**config.mk**
```make
export PLATFORM = sky130hd
export DESIGN_NAME = arp_tx_frame
export DESIGN_NICKNAME = d
export VERILOG_FILES = /design/src/rtl/arp_tx_frame.sv
export SDC_FILE = /design/constraint.sdc
export NUM_CORES = 1
export LEC_CHECK = 0
export ABC_AREA = 1
export BUFFER_PORTS_ARGS = -buffer_cell sky130_fd_sc_hd__buf_2
export CAP_MARGIN = 20
export CORE_UTILIZATION = 40
export DETAILED_ROUTE_END_ITERATION = 10
export SYNTH_ARGS = -nofsm -noshare
export SYNTH_HDL_FRONTEND = slang
export SYNTH_SLANG_ARGS = --single-unit
```
**constraint.sdc**
```tcl
create_clock -name clk -period 2.7 [get_ports clk]
set_clock_uncertainty 0.05 [all_clocks]
set_input_delay 0.405 -clock clk [delete_from_list [all_inputs] [get_ports clk]]
set_output_delay 0.405 -clock clk [all_outputs]
set_load 0.02 [all_outputs]
```
**src/rtl/arp_tx_frame.sv**
```systemverilog
// ---------------------------------------------------------------------------
// arp_tx_frame
// Emits one Ethernet II broadcast ARP request per accepted tx_start as a GMII
// byte stream (preamble, SFD, 60 data bytes incl. padding, 4-byte FCS), then
// holds off for IFG idle cycles. Drives the downstream CRC32 (D8) block's
// init/enable and builds the FCS from its registered CRC.
//
// Ports:
//   clk, rst_n      GMII tx clock, async active-low reset
//   tx_start        start request, sampled only when idle
//   dst_ip[31:0]    ARP target IP, latched on accepted tx_start
//   crc[31:0]       running CRC from the downstream calculator
//   gmii_tx_en      frame valid
//   gmii_txd[7:0]   frame byte
//   crc_en          CRC accumulate enable (data bytes only)
//   crc_init        CRC reset-to-ones request (during preamble)
//   tx_busy         first preamble byte until end of inter-frame gap
//   tx_done         one-cycle pulse after the last FCS byte
//
// state       | meaning
// ST_IDLE     | waiting for tx_start
// ST_PREAMBLE | 7 x 0x55 then SFD 0xD5, CRC held in init
// ST_DATA     | 60 header/ARP/pad bytes, CRC accumulating
// ST_FCS      | 4 FCS bytes taken from the frozen CRC
// ST_GAP      | IFG idle cycles before the next frame may start
// ---------------------------------------------------------------------------
module arp_tx_frame #(
    parameter logic [47:0] SRC_MAC = 48'h000A3501FEC0,
    parameter logic [31:0] SRC_IP  = 32'hC0A80002,
    parameter int          IFG     = 12
) (
    input  logic        clk,
    input  logic        rst_n,
    input  logic        tx_start,
    input  logic [31:0] dst_ip,
    input  logic [31:0] crc,
    output logic        gmii_tx_en,
    output logic [7:0]  gmii_txd,
    output logic        crc_en,
    output logic        crc_init,
    output logic        tx_busy,
    output logic        tx_done
);

    typedef enum logic [2:0] {
        ST_IDLE, ST_PREAMBLE, ST_DATA, ST_FCS, ST_GAP
    } state_t;

    localparam logic [6:0] GAP_LAST = 7'(IFG - 1);

    state_t      state, state_nxt;
    logic [6:0]  cnt, cnt_nxt;
    logic [31:0] dst_ip_q;
    logic [7:0]  txd_q, txd_nxt;
    logic        tx_en_nxt, crc_en_nxt, crc_init_nxt, busy_nxt, done_nxt;
    logic [7:0]  fcs_byte;

    function automatic logic [7:0] rev8(input logic [7:0] x);
        for (int i = 0; i < 8; i++) rev8[i] = x[7-i];
    endfunction

    // Data byte idx (0..59) of the frame after the SFD.
    function automatic logic [7:0] data_byte(input logic [6:0] idx, input logic [31:0] tpa);
        data_byte = 8'h00;
        case (idx) inside
            [7'd0:7'd5]:   data_byte = 8'hFF;
            [7'd6:7'd11]:  data_byte = 8'(SRC_MAC >> {7'd11 - idx, 3'b000});
            7'd12:         data_byte = 8'h08;
            7'd13:         data_byte = 8'h06;
            7'd15:         data_byte = 8'h01;
            7'd16:         data_byte = 8'h08;
            7'd18:         data_byte = 8'h06;
            7'd19:         data_byte = 8'h04;
            7'd21:         data_byte = 8'h01;
            [7'd22:7'd27]: data_byte = 8'(SRC_MAC >> {7'd27 - idx, 3'b000});
            [7'd28:7'd31]: data_byte = 8'(SRC_IP >> {7'd31 - idx, 3'b000});
            [7'd38:7'd41]: data_byte = 8'(tpa >> {7'd41 - idx, 3'b000});
            default:       data_byte = 8'h00;
        endcase
    endfunction

    // State, counter, latch and registered outputs.
    always_ff @(posedge clk or negedge rst_n) begin
        if (!rst_n) begin
            state      <= ST_IDLE;
            cnt        <= '0;
            dst_ip_q   <= '0;
            txd_q      <= '0;
            gmii_tx_en <= 1'b0;
            crc_en     <= 1'b0;
            crc_init   <= 1'b0;
            tx_busy    <= 1'b0;
            tx_done    <= 1'b0;
        end else begin
            state      <= state_nxt;
            cnt        <= cnt_nxt;
            if (state == ST_IDLE && tx_start)
                dst_ip_q <= dst_ip;
            txd_q      <= txd_nxt;
            gmii_tx_en <= tx_en_nxt;
            crc_en     <= crc_en_nxt;
            crc_init   <= crc_init_nxt;
            tx_busy    <= busy_nxt;
            tx_done    <= done_nxt;
        end
    end

    // Next state; cnt indexes the byte being shown in the current state.
    always_comb begin
        state_nxt = state;
        cnt_nxt   = cnt + 7'd1;
        case (state)
            ST_IDLE: begin
                cnt_nxt = '0;
                if (tx_start) state_nxt = ST_PREAMBLE;
            end
            ST_PREAMBLE: if (cnt == 7'd7) begin
                state_nxt = ST_DATA;
                cnt_nxt   = '0;
            end
            ST_DATA: if (cnt == 7'd59) begin
                state_nxt = ST_FCS;
                cnt_nxt   = '0;
            end
            ST_FCS: if (cnt == 7'd3) begin
                state_nxt = ST_GAP;
                cnt_nxt   = '0;
            end
            ST_GAP: if (cnt == GAP_LAST) begin
                state_nxt = ST_IDLE;
                cnt_nxt   = '0;
            end
            default: begin
                state_nxt = ST_IDLE;
                cnt_nxt   = '0;
            end
        endcase
    end

    // Output values for the upcoming cycle, registered above.
    always_comb begin
        txd_nxt      = 8'h00;
        tx_en_nxt    = state_nxt inside {ST_PREAMBLE, ST_DATA, ST_FCS};
        crc_en_nxt   = (state_nxt == ST_DATA);
        crc_init_nxt = (state_nxt == ST_PREAMBLE);
        busy_nxt     = (state_nxt != ST_IDLE);
        done_nxt     = (state == ST_FCS) && (state_nxt == ST_GAP);
        case (state_nxt)
            ST_PREAMBLE: txd_nxt = (cnt_nxt == 7'd7) ? 8'hD5 : 8'h55;
            ST_DATA:     txd_nxt = data_byte(cnt_nxt, dst_ip_q);
            default:     txd_nxt = 8'h00;
        endcase
    end

    // The CRC only covers the last data byte from the first FCS cycle on, so
    // FCS bytes cannot be pre-registered; they are muxed straight from the
    // (registered, frozen) crc input instead.
    always_comb begin
        case (cnt[1:0])
            2'd0:    fcs_byte = ~rev8(crc[31:24]);
            2'd1:    fcs_byte = ~rev8(crc[23:16]);
            2'd2:    fcs_byte = ~rev8(crc[15:8]);
            default: fcs_byte = ~rev8(crc[7:0]);
        endcase
    end

    assign gmii_txd = (state == ST_FCS) ? fcs_byte : txd_q;

endmodule

```
==> impl_metrics.json <==
{
  "status": "complete, but fails checks",
  "violations": "negative setup slack",
  "min_path_cells": 2,
  "p_total_w": 0.00138,
  "r2r.worst_path.cells": 20,
  "worst_slew_pin_slew_ns": 0.481,
  "ant_nets": 0,
  "setup_slack_ns": -0.121,
  "clk_path_buf_depth": 2,
  "cts_tree": "yes",
  "hold_slack_ns": 0.253,
  "grt_pass1_vias": 4152,
  "drive_gt1_frac": 0.458,
  "synth_cell_types": 36,
  "seq_area_frac_synth": 0.351,
  "cp.required_ns": 2.91,
  "fin_crit_ns": 2.82,
  "drt_wl_total_um": 11700,
  "syn_inst": 522,
  "grt_max_degree": 39,
  "synth_top_area_frac": 0.351,
  "yosys_most_used_dff": "dfrtp_1",
  "synth_top_cell_by_area": "dfrtp_1",
  "place_ws_ns": -0.296,
  "utilization": 0.587,
  "finalInstanceArea_um2": 5500,
  "fmax_mhz": 354,
  "clk_latency_ns": 0.32,
  "slowest_stage": "dfrtp_2",
  "initial_core_util": 0.419,
  "power.leakage_nw": 2.88,
  "synth_edf_count": 0,
  "reg2reg_from": "cnt[1]",
  "syn_area_um2": 3920,
  "setup_violations": 8,
  "yosysWarnings": 0,
  "hp-start": "dst_ip[13]",
  "path_cells": "ha_4 -> nand2_2 -> inv_2 -> nor2_4 -> nand3_4 -> buf_4 -> nand2_4 -> nor2_4 -> buf_4 -> buf_4 -> ha_2 -> nand2_2 -> inv_2 -> nand2_2 -> nand4_1 -> nor2_4 -> nand3_2 -> nand3_2 -> nand2_1 -> nand2_1",
  "hold_viol": 0,
  "antenna_found_initial": 0,
  "nets": 760,
  "crit_path_end_kind": "flip-flop",
  "clkSinkCount": 55,
  "path_clk_slew_ns": 0.11,
  "grt_usage": 0.239,
  "hold_end": "dst_ip_q[13]",
  "maxCapViolCount": 0,
  "fp.dieW_um": 101,
  "critical_path.top_delay_family": "simple AND/OR/NAND/NOR gates",
  "timing.rr.end": "txd_q[7]",
  "nFillCells": 879,
  "post-route-period-util": 1.04,
  "rrSetupSlack_ns": -0.12,
  "boundaryPins": 80,
  "drt_iter0_drc": 164,
  "slew_violations": 0,
  "first_pass_iters": 5,
  "max-vdd-ir-drop_mv": 0.189,
  "core-area_um2": 9370,
  "dp_hpwl_um": 8890,
  "cp-start-kind": "flip-flop",
  "hold_path_class": "in2reg",
  "crit_arrival_ns": 3.03,
  "htreeDepth": 2,
  "grt_overflow": 0,
  "synth_fp_nets": 602,
  "synth_most_common_cell": "nand2_1",
  "p_per_area_nw_per_um2": 251,
  "num_rows": 35,
  "crit_type": "reg2reg",
  "async_reset_ff_frac": 1.00,
  "crit_buf_inv": 5,
  "vias": 4098,
  "area.growth.synth_to_final_pct": 40.2,
  "placed_cell_area_um2": 4950,
  "max_stage_delay_ns": 0.49,
  "die_y_um": 101,
  "drc_errors": 0,
  "wire_per_inst_um": 14.4,
  "numCtsBuffers": 5,
  "die_area_um2": 10200,
  "antenna_cells": 0,
  "cp_max_fo": 5,
  "place_congestion": 0.923,
  "synth.avg_cell_area_um2": 7.51,
  "grt_pass1_wl_um": 19200,
  "max_slew_margin": 0.679,
  "rsz0062_at_grt": "true",
  "io_buffers": 79,
  "root_buffer": "clkbuf_8",
  "synth_common_cells": "105 x nand2_1, 73 x nor2_1, 55 x dfrtp_1",
  "viasPerCell": 5.06,
  "synth.top_cells.by_area": "dfrtp_1 35%, nand2_1 10%, mux2_2 8.9%, nor2_1 7.0%, nand3_1 6.6%",
  "ys_seq_elements": 55
}
## layout by cell type (no fill, tap or decap), types with 8 or more instances in the layout
cell type,instances
mux2_2,31
nand2_2,17
a21oi_1,16
inv_1,44
inv_2,17
nor2_4,14
dfrtp_1,52
nand2_1,87
nand3_1,39
o21ai_0,28
buf_2,79
nand3_2,12
o221ai_1,8
buf_4,79
nor2_1,66
## kinds of logic after synthesis
family                   count (synthesis)  share of synthesized area
AO/OA/AOI/OAI                           78                      0.118
adder cells (fa/ha/maj)                 13                     0.0415
buffers and inverters                   74                     0.0756
multiplexers                            31                     0.0890
flip-flops                              55                      0.351
AND/OR/NAND/NOR                        271                      0.325
## per-stage QoR
stage	setup TNS (ns)	cells
3_5_place_dp	-1.63	788
3_3_place_gp	-1.19	788
5_1_grt	-1.77	810
4_1_cts	-0.398	808
2_1_floorplan	0	522
6_report	-0.665	810
## what timing repair did
| item | in CTS | in global routing |
|---|---|---|
| buffers inserted | 11 | 2 |
| endpoints found under the hold margin | 17 | 0 |
| setup endpoints to repair | 8 | 8 |
| gates resized for setup | 76 | 15 |
| pin swaps | 40 | 18 |
| hold buffers | 1 | 0 |
## registers in the layout, indices dropped and copies added (netlist names)
signal,count
cnt,7
crc_init,1
dst_ip_q,32
state,3
tx_busy,1
tx_done,1
gmii_tx_en,1
crc_en,1
txd_q,8
## area by class of cell
class                      instances  area (um^2)  area share
sequential                        55         1380       0.251
clock buffer                       5         68.8      0.0125
inverter                          62          235      0.0428
timing repair buffer             163         1040       0.190
multi-input combinational        393         2590       0.471
clock inverter                     3         22.5     0.00410
tap                              129          161      0.0294
## worst max path at each step
| stage | endpoint | from | depth (start not counted) |
|---|---|---|---|
| 3_3_place_gp | txd_q[3] | cnt[4] | 19 |
| 5_1_grt | txd_q[2] | cnt[1] | 21 |
| 3_5_place_dp | txd_q[3] | cnt[1] | 19 |
| 6_report | txd_q[7] | cnt[1] | 20 |
| 2_1_floorplan | txd_q[3] | cnt[0] | 19 |
| 4_1_cts | txd_q[3] | cnt[1] | 19 |
## routing by layer
metal / share of wire / vias up / track usage
met2: 0.49 / 133 / 0.442
li1: - / 2048 / -
met4: 0.022 / 0 / 0.0758
met1: 0.43 / 1897 / 0.285
met3: 0.053 / 20 / 0.0340
met5: 0 / - / 0
## worst reg2reg max path: stages, from the launching register on
cell and delay, ns:
dfrtp_2 0.49, ha_4 0.20, nand2_2 0.07, inv_2 0.04
nor2_4 0.23, nand3_4 0.13, buf_4 0.16, nand2_4 0.06
nor2_4 0.05, buf_4 0.12, buf_4 0.14, ha_2 0.18
nand2_2 0.09, inv_2 0.05, nand2_2 0.06, nand4_1 0.14
nor2_4 0.19, nand3_2 0.11, nand3_2 0.08, nand2_1 0.04
nand2_1 0.07
## power by group
| part | total (W) | switching (W) | internal (W) |
|---|---|---|---|
| sequential | 0.000823 | 0 | 0.000823 |
| combinational | 0.0000721 | 0.0000324 | 0.0000397 |
| clock | 0.000485 | 0.000298 | 0.000187 |
Note: power is estimated with default switching activity, not from simulation.
